[src/rtl/sudoku_check_sequencer.sv]
// ---------------------------------------------------------------------------
// sudoku_check_sequencer
//
// Walks every rule group of a 9x9 sudoku board (9 rows, then 9 columns, then
// 9 boxes), issuing one read per cycle to the board storage. Each returned
// cell value is checked against a per-group "seen" bitmask. The block reports
// pass/fail, the first failing group, a saturating violation count and
// whether the board had no empty cells.
//
// Optional feature macro: CHECK_EARLY_ABORT_EN
//   defined   : the first violation stops the scan and goes straight to DONE
//   undefined : the full 243-read scan always runs and every violation counts
//
// Ports:
//   clk, rst_n    clock, asynchronous active-low reset
//   start         request a full check (accepted in IDLE or DONE)
//   abort         synchronous cancel back to IDLE, results are held
//   rd_en         read strobe to board storage
//   rd_row/rd_col read address, 0..8
//   rd_data       cell value, valid one cycle after rd_en
//   busy          scan in progress (SCAN or DRAIN)
//   done          level, check finished
//   err           at least one violation found
//   complete      no empty cell seen
//   err_kind      first failing group kind: 0 row, 1 column, 2 box
//   err_idx       first failing group index 0..8
//   err_cnt       saturating violation count
// ---------------------------------------------------------------------------
module sudoku_check_sequencer #(
  parameter int BOX       = 3,
  parameter int ERR_CNT_W = 8
) (
  input  logic                 clk,
  input  logic                 rst_n,
  input  logic                 start,
  input  logic                 abort,
  output logic                 rd_en,
  output logic [3:0]           rd_row,
  output logic [3:0]           rd_col,
  input  logic [3:0]           rd_data,
  output logic                 busy,
  output logic                 done,
  output logic                 err,
  output logic                 complete,
  output logic [1:0]           err_kind,
  output logic [3:0]           err_idx,
  output logic [ERR_CNT_W-1:0] err_cnt
);

  localparam int         N     = BOX * BOX;
  localparam logic [3:0] BOX_L = 4'(BOX);
  localparam logic [3:0] LAST  = 4'(N - 1);
  localparam logic [3:0] N_L   = 4'(N);

  typedef enum logic [1:0] {IDLE, SCAN, DRAIN, DONE} state_t;

  state_t         state, next_state;
  logic [1:0]     phase, phase_d;
  logic [3:0]     g, k, g_d, k_d;
  logic           chk_pend;
  logic [N-1:0]   mask, eff_mask, val_bit;
  logic           go, scan_end, chk_valid;
  logic           is_empty, is_illegal, is_dup, violation;

  assign go       = start && !abort && (state == IDLE || state == DONE);
  assign scan_end = (phase == 2'd2) && (g == LAST) && (k == LAST);

  // State register
  always_ff @(posedge clk or negedge rst_n) begin
    if (!rst_n) state <= IDLE;
    else        state <= next_state;
  end

  // Next-state logic; abort wins over everything, including start
  always_comb begin
    next_state = state;
    if (abort) begin
      next_state = IDLE;
    end else begin
      case (state)
        IDLE, DONE: if (start) next_state = SCAN;
        SCAN: begin
          if (scan_end) next_state = DRAIN;
`ifdef CHECK_EARLY_ABORT_EN
          if (violation) next_state = DONE;
`endif
        end
        DRAIN:   next_state = DONE;
        default: next_state = IDLE;
      endcase
    end
  end

  // State-decoded outputs
  always_comb begin
    rd_en = (state == SCAN);
    busy  = (state == SCAN) || (state == DRAIN);
    done  = (state == DONE);
  end

  // Group/cell counters to storage address
  always_comb begin
    rd_row = g;
    rd_col = k;
    case (phase)
      2'd0: begin rd_row = g; rd_col = k; end
      2'd1: begin rd_row = k; rd_col = g; end
      default: begin
        rd_row = BOX_L * (g / BOX_L) + k / BOX_L;
        rd_col = BOX_L * (g % BOX_L) + k % BOX_L;
      end
    endcase
  end

  // Check of the datum returned for the previous cycle's read. The mask is
  // treated as empty on the first cell of a group so groups never leak.
  always_comb begin
    eff_mask   = (k_d == 4'd0) ? '0 : mask;
    is_empty   = (rd_data == 4'd0);
    is_illegal = (rd_data > N_L);
    val_bit    = '0;
    if (!is_empty && !is_illegal) val_bit = {{(N-1){1'b0}}, 1'b1} << (rd_data - 4'd1);
    is_dup     = |(eff_mask & val_bit);
    chk_valid  = chk_pend && (state == SCAN || state == DRAIN) && !abort;
    violation  = chk_valid && (is_illegal || is_dup);
  end

  // Scan counters plus the one-cycle delayed copy that follows each read
  always_ff @(posedge clk or negedge rst_n) begin
    if (!rst_n) begin
      phase    <= 2'd0;
      g        <= 4'd0;
      k        <= 4'd0;
      phase_d  <= 2'd0;
      g_d      <= 4'd0;
      k_d      <= 4'd0;
      chk_pend <= 1'b0;
    end else begin
      phase_d  <= phase;
      g_d      <= g;
      k_d      <= k;
      chk_pend <= rd_en;
      if (go) begin
        phase <= 2'd0;
        g     <= 4'd0;
        k     <= 4'd0;
      end else if (state == SCAN && !abort) begin
        if (k == LAST) begin
          k <= 4'd0;
          if (g == LAST) begin
            g     <= 4'd0;
            phase <= phase + 2'd1;
          end else begin
            g <= g + 4'd1;
          end
        end else begin
          k <= k + 4'd1;
        end
      end
    end
  end

  // Result registers; cleared by an accepted start, held through abort
  always_ff @(posedge clk or negedge rst_n) begin
    if (!rst_n) begin
      mask     <= '0;
      err      <= 1'b0;
      complete <= 1'b0;
      err_kind <= 2'd0;
      err_idx  <= 4'd0;
      err_cnt  <= '0;
    end else if (go) begin
      mask     <= '0;
      err      <= 1'b0;
      complete <= 1'b1;
      err_kind <= 2'd0;
      err_idx  <= 4'd0;
      err_cnt  <= '0;
    end else if (chk_valid) begin
      mask <= eff_mask | val_bit;
      if (is_empty) complete <= 1'b0;
      if (violation) begin
        err <= 1'b1;
        if (err_cnt != '1) err_cnt <= err_cnt + 1'b1;
        if (!err) begin
          err_kind <= phase_d;
          err_idx  <= g_d;
        end
      end
    end
  end

endmodule

[config.mk]
export PLATFORM = sky130hd
export DESIGN_NAME = sudoku_check_sequencer
export DESIGN_NICKNAME = d
export VERILOG_FILES = /design/src/rtl/sudoku_check_sequencer.sv
export SDC_FILE = /design/constraint.sdc
export NUM_CORES = 1
export LEC_CHECK = 0
export CORE_MARGIN = 4
export CORE_UTILIZATION = 51
export DETAILED_ROUTE_END_ITERATION = 10
export PLACE_DENSITY = 0.74
export SLEW_MARGIN = 20
export SYNTH_ARGS = -nofsm -noshare
export SYNTH_HDL_FRONTEND = slang
export SYNTH_SLANG_ARGS = --single-unit
[constraint.sdc]
create_clock -name clk -period 4.28 [get_ports clk]
set_input_delay 0.428 -clock clk [delete_from_list [all_inputs] [get_ports clk]]
set_output_delay 0.428 -clock clk [all_outputs]
set_load 0.01 [all_outputs]
# Word-level counts from Yosys, hierarchy flattened
# Cells that the tools add are included.
# totals
reg_bits	48
latch_bits	0
ram_bits	0
rom_bits	0
input_bits	8
memories	0
# classes
add_sub_neg	7
multipliers	2
div	4
n_lt_le_gt_ge	1
eq_ne	11
shift	1
mux	39
bitwise_logic	2
n_reduce_logical	35
# op_table
operator	count
4-bit two-way mux	11
9-bit two-way mux	4
8-bit two-way mux	4
2-bit two-way mux	11
4-bit case mux with 2 select lines	2
2-bit nonzero test	7
9-bit AND	1
1-bit logical AND	9
9-bit OR	1
3-bit AND reduction	3
9-bit OR reduction	1
1-bit by 4-bit << shifter with 9-bit output (first input constant)	1
4-bit by 1-bit adder with 4-bit output (second input constant)	2
4-bit adder	2
8-bit by 1-bit adder with 8-bit output (second input constant)	1
4-bit by 2-bit divider with 4-bit output (second input constant)	2
4-bit == test (second input constant)	2
4-bit logical NOT	2
4-bit by 2-bit remainder unit with 4-bit output (second input constant)	2
2-bit by 4-bit multiplier with 4-bit output (first input constant)	2
8-bit inequality test (second input constant)	1
2-bit AND reduction	4
2-bit == test (second input constant)	3
1-bit two-way mux	6
other kinds (12)	18

# Depth between registers and ports, before layout
# Gate-level depths: netlist of the first run.
# logic_depth
word_depth	11
mapped_depth	21
mapped_depth_nobuf	21

# Worst setup path after synthesis of the first run
# OpenSTA, ideal clock, no wires.
# synth_path
kind	register -> output
from	register k[2]
to	output port rd_col[3]
t_arrival_ps	4063
required_time_ps	3852
setup_slack_ps	-211
stages_incl_launch_ff	21
path_buffers	1
path_cell_list	dfrtp_1 > nand2b_1 > inv_1 > ha_1 > inv_1 > ha_1 > clkbuf_1 > a21boi_0 > xnor2_1 > ha_1 > nor3_1 > mux2_2 > ha_1 > ha_1 > inv_1 > fa_1 > inv_1 > nand2_1 > mux2_2 > a22oi_2 > nand4b_1
# synth_via
elab_chain_cells	3
# synth_rtl
item	line	text
start, declared	59	logic [3:0] g, k, g_d, k_d;
start signal, assigned	157	k <= k + 4'd1;
4-bit by 2-bit remainder unit with 4-bit output	110	rd_col = BOX_L * (g % BOX_L) + k % BOX_L;
4-bit adder	110	
4-bit case mux with 2 select lines	105	case (phase)
end, declared	39	output logic [3:0] rd_col,
# No other way between the ends.

# Worst setup path in the final report of the first run
# layout_path
from	register g[1]
to	output port rd_col[3]
# layout_via
elab_chain_cells	4
# layout_rtl
item	line	text
start, declared	59	
start signal, assigned	154	g <= g + 4'd1;
4-bit by 2-bit remainder unit with 4-bit output	110	
2-bit by 4-bit multiplier with 4-bit output	110	
4-bit adder	110	
4-bit case mux with 2 select lines	105	
# No other way between the ends.

==> run metrics, run 1 <==
Final GP Congestion about 0.91; Setup CP Type register to output port; Slew headroom 48.7%; synthesized area about 3300 um2; Layout Area Growth over Synthesis 28.8%; worst-skew pair later-pin latency 0.30 ns; capturing element type of the critical path output port; Post-Syn Instances roughly 370; power per standard cell area between 700 and 800 nW/um2; DPL Wire Length roughly 6000 um; Pre-antenna DRT Iters 4; Top Ports 35; Most used DFF post-synth dfrtp_1; Core Area 6350 um2; Starting Density a little over half; CTS tree built; RSZ-0062 raised after global routing true; Hold Path Class input port to asynchronous set/reset pin; pin count of the biggest net entering global routing 49; post-synthesis cell type count between 60 and 70; grt total ovfl 0; most numerous cell in the Yosys netlist nand2_1; Clock Root Buffer clkbuf_8; Post-Route Utilization 67.8%; Ys Warns 0; largest cells by area after synthesis dfrtp_1, ha_1, nand2_1, inv_1, o21ai_0; row count 29; first-pass GRT wire length around 13000 um; vias in the first global route between 2000 and 3000; fin crit period between 4 and 5 ns; Final WS setup -0.0980 ns; Worst Setup Start Kind register; post-synth top area share a little over a third; clk_skew 0.00643 ns; initial antenna violation count 0; master of the slowest instance on the critical path dfrtp_1; Worst Path Required roughly 3.9 ns; diode count 0; cell taking the most area after synthesis dfrtp_1; r2r startpoint state[1]; CP Cell Sequence ha_1 -> and3b_1 -> o211ai_1 -> inv_2 -> ha_4 -> nor3b_4 -> buf_6 -> o21ai_1 -> xnor2_1 -> ha_1 -> ha_1 -> inv_1 -> fa_2 -> inv_2 -> nand2_1 -> mux2_4 -> a22oi_2 -> nand4b_1 -> buf_2; final-report hold violation count 0; Seq cells post-synth 48; MaxCap Viol Count 0; nets@finish approximately 490; WP data arrival just under 4 ns; Clk pin slew, worst setup/hold paths 0.08 ns; die area between 7000 and 8000 um2; FF-to-FF setup slack ~1.9 ns; Routed Antenna Nets 0; synthesized net count 410; pre-CTS setup slack -0.412 ns; vias post-DR 2984; worst r2r dst g[3]; worst reg2reg path depth 8; outcome finished, violations left; drt via density ~5.7; Peak Freq 0.228 GHz; Hold WS ~0.12 ns; most used cell, CP ha_1; drt drc 0; Tot GR Track Use about a fifth; Post-Route Setup TNS -0.175 ns; final clock period utilization by the worst path 102%; CTS Buf Count 5; final wirelength 7990 um; layout cells sized above 1 21.9%; Max Root-Sink Buffers 2; Peak VDD IR roughly 640 uV; Port-buffer cells 34; Die Wd 88.9 um; share of flip-flops with an asynchronous set or reset between 90% and 100%; critical path fanouts, max 4; slowest stage delay, CP between 0.4 and 0.5 ns; max-slew violations 0; EDFF count, synth 0; failing checks setup timing; Mapped Avg Cell Area 8.98 um2; clock sink count 48; total power draw 3.24 mW; Initial DRC Count 135; final setup fails 2; die height just under 90 um; worst slew pin tran about 0.77 ns; synth cell count leaders nand2_1, dfrtp_1, ha_1, inv_1; # H-tree levels 2; register area share after synthesis between 30% and 40%; hold_buf cts 0; Wirelength per Cell roughly 15 um; P_leak roughly 2.0 nW
## worst max-delay path: cells and delay by family (launching register included)
kind / cells / cell delay (ns)
flip-flops: 1 / 0.47
AO/OA/AOI/OAI: 3 / 0.51
adder cells (fa/ha/maj): 5 / 1.20
multiplexers: 1 / 0.27
AND/OR/NAND/NOR: 4 / 0.59
XOR/XNOR: 1 / 0.13
buffers and inverters: 5 / 0.50
## per-layer routing
metal  global-route usage (%)  part of all wire [%]
met2                     37.9                    52
met1                     25.7                    43
met3                     4.15                   3.4
met5                        0                     0
met4                     4.06                  0.78
## cells in the final DEF, fill, tap and decap left out, types with 3 or more instances in the layout
| cell | instances |
|---|---|
| nand3_1 | 11 |
| ha_4 | 3 |
| a21o_1 | 4 |
| a22o_1 | 3 |
| nand4_1 | 3 |
| nor3_1 | 3 |
| ha_1 | 21 |
| nand2b_1 | 5 |
| buf_4 | 50 |
| and3_1 | 5 |
| a22oi_1 | 8 |
| nor2b_1 | 4 |
| mux2i_1 | 9 |
| nand3b_1 | 7 |
| clkdlybuf4s50_1 | 29 |
| o211ai_1 | 3 |
| dfrtp_1 | 47 |
| nor2_1 | 19 |
| o21ai_1 | 4 |
| xnor2_1 | 6 |
| a32o_1 | 5 |
| a21oi_1 | 17 |
| o21ai_0 | 17 |
| nand2_1 | 60 |
| inv_1 | 20 |
| clkbuf_8 | 5 |
| a211oi_1 | 4 |
| inv_2 | 8 |
| and2_1 | 5 |
## report_power, final
group / internal, mW / total, mW / switching (mW) / leakage (nW)
Combinational: 1.11 / 2.23 / 1.11 / 1.29
Sequential: 0.561 / 0.638 / 0.0769 / 0.641
Clock: 0.230 / 0.375 / 0.145 / 0.0642
Total: 1.91 / 3.24 / 1.34 / 2.00
## worst max-delay path by stage
stage                      endpoint  from
after floorplan           rd_col[3]  k[3]
after global placement    rd_col[3]  k[3]
after detailed placement  rd_col[3]  g[3]
after CTS                 rd_col[3]  k[3]
after global routing      rd_col[3]  g[2]
final                     rd_col[3]  g[1]
## cell families after synthesis
kind of cell | after synthesis | share of synthesized area (%)
fa+ha+maj | 30 | 12.1
buf+inv | 44 | 5.39
simple gates | 145 | 22.4
compound gates | 85 | 18.4
xor+xnor | 9 | 2.36
mux | 11 | 3.37
flops | 48 | 36.0
## repair_timing
item                                   CTS  global route
setup endpoints to repair                4             4
resized for setup                       29            13
pin swaps                               13            10
buffers inserted                         8             3
endpoints found under the hold margin    0             0
## cell type report
| class | instances | area (um2) |
|---|---|---|
| Multi-Input combinational cell | 280 | 2070 |
| Clock inverter | 2 | 60.1 |
| Inverter | 28 | 105 |
| Fill cell | 492 | 2050 |
| Sequential cell | 48 | 1200 |
| Timing Repair Buffer | 84 | 701 |
| Clock buffer | 5 | 68.8 |
| Tap cell | 77 | 96.3 |
## stage by stage
step	std cells	instance area [um2]
floorplan	372	3360
global placement	506	4010
detailed placement	506	4010
CTS	521	4260
global route	524	4300
finish	524	4300
## registers in the layout, indices dropped and copies added, names as in the netlist
signal    flops
g             4
mask          9
state         2
phase         2
err_cnt       8
complete      1
g_d           4
err_idx       4
chk_pend      1
err           1
phase_d       2
k_d           4
k             4
err_kind      2
Note: power is estimated with default switching activity, not from simulation.
==> inputs of run 2 (changes only) <==
--- a/config.mk
+++ b/config.mk
@@ -9,6 +9,7 @@
 export CORE_UTILIZATION = 51
 export DETAILED_ROUTE_END_ITERATION = 10
 export PLACE_DENSITY = 0.74
+export SKIP_CTS_REPAIR_TIMING = 1
 export SLEW_MARGIN = 20
 export SYNTH_ARGS = -nofsm -noshare
 export SYNTH_HDL_FRONTEND = slang
==> run metrics, run 2 (synthesis results as in run 1) <==
MaxCap Viol Count 0 (unchanged); row count 29 (unchanged); die area 7910 um2 (unchanged); CP Cell Sequence nor2b_2 -> ha_2 -> inv_2 -> ha_4 -> nand2b_4 -> o211ai_1 -> inv_1 -> ha_4 -> nor3b_4 -> buf_4 -> o21ai_2 -> xnor2_1 -> ha_1 -> ha_2 -> inv_2 -> fa_2 -> inv_2 -> nand2_2 -> mux2_4 -> a22oi_2 -> nand4b_1 -> buf_2; CP bufs+invs 6 (+1); Clk pin slew, worst setup/hold paths 0.08 ns (about the same); P_leak 2.01 nW (+0.60%); master of the slowest instance on the critical path dfrtp_1; Int Power 1.91 mW (+0.19%); final-report hold violation count 0 (unchanged); die height 88.9 um (unchanged); Top Ports 35 (unchanged); initial antenna violation count 0 (unchanged); fill count 486 (-1.2%); RSZ-0062 raised after global routing true; Reg area 1200 um2 (-0.10%); final setup fails 2 (unchanged); nets@finish 480 (-1.0%); worst slew pin tran 0.762 ns (-0.00787 ns); Starting Density 52.6% (unchanged); total power draw 3.26 mW (+0.62%); Top Metal Used met4; pre-CTS setup slack -0.412 ns (unchanged); Die Wd 88.9 um (unchanged); clk_skew 0.00718 ns (+0.000749 ns); met3 wire length 267 um (-2.6%); Port-buffer cells 34 (unchanged); vias in the first global route 2817 (-2.6%); switching part of the total 41.5% (+0.25 points); final wirelength 7870 um (-1.5%); Worst Path Required 3.85 ns (about the same); fin area 4270 um2 (-0.87%); grt total ovfl 0 (unchanged); Comb pwr share 69.0% (+0.2 points); power per standard cell area 764 nW/um2 (+1.5%); Peak Freq 0.221 GHz (-3.0%); worst-skew pair later-pin latency 0.30 ns (about the same); Layout Area Growth over Synthesis 27.7%; # H-tree levels 2 (unchanged); largest register by flop count mask; Setup CP Type register to output port; Routed Antenna Nets 0 (unchanged); drt via density 5.67 (-0.42%); Final WS setup -0.235 ns (-0.137 ns); diode count 0 (unchanged); outcome finished, violations left; first-pass GRT wire length 12500 um (-4.5%); Peak VDD IR 579 uV (-9.0%); vias post-DR 2943 (-1.4%); met2 wire length 4090 um (-2.4%); failing checks setup timing; CTS tree built; critical path's top delay family adder cells; Sequential Power Share 19.4% (-0.3 points); Largest regs mask x9, err_cnt x8; Initial DRC Count 137 (+1.5%); most common cell after layout, fill and taps aside nand2_1; max reg flops 9 (unchanged); M1 WL 3430 um (-0.90%); Core Area 6350 um2 (unchanged); final clock period utilization by the worst path 105% (+3.2 points); DPL Wire Length 5840 um (unchanged); layout cells sized above 1 20.6% (-1.3 points); cell area after placement 4010 um2 (unchanged); capturing element type of the critical path output port; Net Sw Power 1.35 mW (+1.2%); max-slew violations 0 (unchanged); drt drc 0 (unchanged); slowest stage delay, CP 0.43 ns (-0.04 ns); combined area of the multi-input logic cells 2060 um2 (-0.42%); Worst Setup Start Kind register; clock sink count 48 (unchanged); Final GP Congestion 0.909 (unchanged); Hold Path Class input port to asynchronous set/reset pin; fin crit period 4.51 ns (+0.137 ns); Clock power frac 11.5% (about the same); Post-Route Utilization 67.2% (-0.59 points); Max Root-Sink Buffers 2 (unchanged); CTS Buf Count 5 (unchanged); most frequent cells in the layout nand2_1, dfrtp_1, buf_4, clkdlybuf4s50_1, inv_1; Tot GR Track Use 19.9% (-0.92 points); Slew headroom 49.2% (+0.52 points); Pre-antenna DRT Iters 4 (unchanged); Wirelength per Cell 15.2 um (-0.50%); pin count of the biggest net entering global routing 49 (unchanged); Clock Root Buffer clkbuf_8; critical path fanouts, max 5 (+1); most used cell, CP inv_2; WP data arrival 4.09 ns (+0.14 ns)
run 2: metrics by stage:
stage                     hold slack, ns  setup TNS, ns  instances
after floorplan                    0.132              0        372
after global placement             0.426         -0.387        506
after detailed placement           0.430         -0.795        506
after CTS                          0.343          -2.18        513
after global routing               0.161         -0.920        519
final                              0.123         -0.401        519
run 2: cell type report:
type,instances,area share [%]
flip-flops and latches,48,28.2
clock buffers,5,1.61
inverters,28,2.46
clock inverters,2,1.41
well taps,77,2.26
repair buffers,79,15.8
multi-input cells,280,48.3
run 2: path summary, 6_finish.rpt:
kind                          start    endpoint  slack (ns)  cells after the start
max reg2reg                state[1]        g[3]        1.88                      8
min                           rst_n     mask[2]        0.12                      1
min in group clk           phase[1]  phase_d[1]        0.44                      0
min reg2reg                phase[1]  phase_d[1]        0.44                      0
max                            g[3]   rd_col[3]       -0.23                     22
max in group asynchronous     rst_n    phase[1]        3.75                      1
run 2: power groups by stage:
| stage | logic [mW] | registers (mW) | clock network [mW] |
|---|---|---|---|
| finish | 2.25 | 0.633 | 0.376 |
| global route | 2.48 | 0.646 | 0.402 |
| CTS | 2.00 | 0.634 | 0.385 |
| detailed placement | 2.00 | 0.642 | 0 |
| global placement | 1.93 | 0.636 | 0 |
| floorplan | 1.18 | 0.651 | 0 |
run 2: routing by layer:
layer	global-route usage, %	up-vias
met2	36.5	53
met5	0	-
met4	3.79	0
met1	24.3	1434
li1	-	1446
met3	4.06	10
==> inputs of run 3 (changes only) <==
--- a/config.mk
+++ b/config.mk
@@ -8,6 +8,7 @@
 export CORE_MARGIN = 4
 export CORE_UTILIZATION = 51
 export DETAILED_ROUTE_END_ITERATION = 10
+export MAX_ROUTING_LAYER = met4
 export PLACE_DENSITY = 0.74
 export SKIP_CTS_REPAIR_TIMING = 1
 export SLEW_MARGIN = 20
==> constraint.sdc (replaced) <==
create_clock -name clk -period 4.1 [get_ports clk]
set_input_delay 0.41 -clock clk [delete_from_list [all_inputs] [get_ports clk]]
set_output_delay 0.41 -clock clk [all_outputs]
set_load 0.01 [all_outputs]
==> run metrics, run 3 (synthesis results as in run 1) <==
outcome finished, violations left; failing checks setup timing; max-slew violations 0 (unchanged); cell area after placement 4080 um2 (+1.8%); critical path fanouts, max 4 (-1); Peak Freq approximately 0.23 GHz; pre-CTS setup slack -0.357 ns (+0.0552 ns); Clk pin slew, worst setup/hold paths 0.09 ns (about the same); vias post-DR 2930 (-0.44%); MaxCap Viol Count 0 (unchanged); Clock Root Buffer clkbuf_8; capturing element type of the critical path output port; pin count of the biggest net entering global routing 49 (unchanged); power per standard cell area 751 nW/um2 (-1.7%); max reg flops 9 (unchanged); Peak VDD IR 688 uV (+19%); Final GP Congestion 0.877 (-3.5%); worst-skew pair later-pin latency 0.30 ns (about the same); Final WS setup -0.246 ns (-0.0116 ns); Top Ports 35 (unchanged); Tot GR Track Use 21.2% (+1.3 points); row count 29 (unchanged); Worst Path Required 3.69 ns (-0.16 ns); WP data arrival 3.94 ns (-0.15 ns); Starting Density 52.6% (unchanged); most frequent cells in the layout nand2_1, dfrtp_1, buf_4, clkdlybuf4s50_1, inv_1; grt total ovfl 0 (unchanged); drt drc 0 (unchanged); first-pass GRT wire length 13000 um (+4.7%); CTS Buf Count 5 (unchanged); Slew headroom 48.2% (-0.94 points); final wirelength 7610 um (-3.3%); Largest regs mask x9, err_cnt x8; Hold WS 0.189 ns (+0.0653 ns); Setup CP Type register to output port; slowest stage delay, CP 0.42 ns (about the same); Routed Antenna Nets 0 (unchanged); critical path's top delay family adder cells; most common cell after layout, fill and taps aside nand2_1; clk_skew 0.0123 ns (+0.00510 ns); CP bufs+invs 4 (-2); DPL Wire Length 5710 um (-2.2%); Pre-antenna DRT Iters 4 (unchanged); fin crit period approximately 4.3 ns; nets@finish 481 (+0.21%); Worst Setup Start Kind register; Core Area 6350 um2 (unchanged); Wirelength per Cell 14.6 um (-3.5%); total power draw 3.17 mW (-2.8%); P_leak 1.97 nW (-2.1%); # H-tree levels 2 (unchanged); clock sink count 48 (unchanged); initial antenna violation count 0 (unchanged); largest register by flop count mask; CP Cell Sequence nor2b_2 -> ha_2 -> inv_2 -> ha_4 -> and4bb_1 -> nor3_2 -> nor3b_4 -> nand2_2 -> o21ai_2 -> xnor2_1 -> ha_1 -> ha_1 -> inv_1 -> fa_2 -> inv_2 -> nand2_1 -> mux2_4 -> a22oi_2 -> nand4b_1 -> buf_2; Port-buffer cells 34 (unchanged); Max Root-Sink Buffers 2 (unchanged); CTS tree built; master of the slowest instance on the critical path dfrtp_1; final clock period utilization by the worst path 106%; final-report hold violation count 0 (unchanged); Post-Route Utilization 66.4% (-0.75 points); layout cells sized above 1 22.1% (+1.5 points); Hold Path Class input port to asynchronous set/reset pin; worst slew pin tran 0.776 ns (+0.0141 ns); die height 88.9 um (unchanged); vias in the first global route 2833 (+0.57%); Initial DRC Count 163 (+19%); final setup fails 2 (unchanged); RSZ-0062 raised after global routing true; drt via density 5.63 (-0.63%); fin area 4220 um2 (-1.1%); diode count 0 (unchanged); Die Wd 88.9 um (unchanged); Layout Area Growth over Synthesis 26.3%; die area 7910 um2 (unchanged)
-- run 3: area by class of cell --
cell class	instances	area, um2
multi-input combinational	280	2070
sequential	48	1200
clock inverter	2	12.5
tap	77	96.3
clock buffer	5	68.8
timing repair buffer	80	663
inverter	28	105
fill	512	2130
-- run 3: worst paths after layout --
path / startpoint / endpoint / slack, ns / cells past startpoint
setup reg to reg: state[1] / g[3] / 1.70 / 8
max in group asynchronous: rst_n / g[0] / 3.46 / 2
hold reg to reg: phase[1] / phase_d[1] / 0.45 / 0
min in group clk: phase[1] / phase_d[1] / 0.45 / 0
hold / removal: rst_n / mask[2] / 0.19 / 2
setup / recovery: g[3] / rd_col[3] / -0.25 / 20
-- run 3: per-stage QoR --
step           TNS, ns  std cells
6_report        -0.470        520
5_1_grt          -1.14        520
4_1_cts          -2.24        516
3_5_place_dp    -0.826        509
3_3_place_gp    -0.558        509
2_1_floorplan        0        372
-- run 3: routing by layer --
layer,global-route usage [%],vias up,share of wire [%]
li1,-,1454,-
met1,28.2,1417,48
met2,35.2,53,48
met3,2.86,6,3.2
met4,3.65,0,0.45
met5,-,-,0
-- run 3: worst reg2reg max path: stages (launching register included) --
cell     delay (ns)
dfrtp_1        0.40
inv_1          0.06
ha_1           0.39
nand2_1        0.12
or2_2          0.46
o21ai_1        0.39
nand4_1        0.19
xor2_1         0.17
a21oi_1        0.14
-- run 3: power by group --
| part | internal [mW] | leakage (nW) | switching [mW] |
|---|---|---|---|
| clock network | 0.116 | 0.0400 | 0.155 |
| logic | 1.10 | 1.29 | 1.14 |
| registers | 0.586 | 0.640 | 0.0748 |
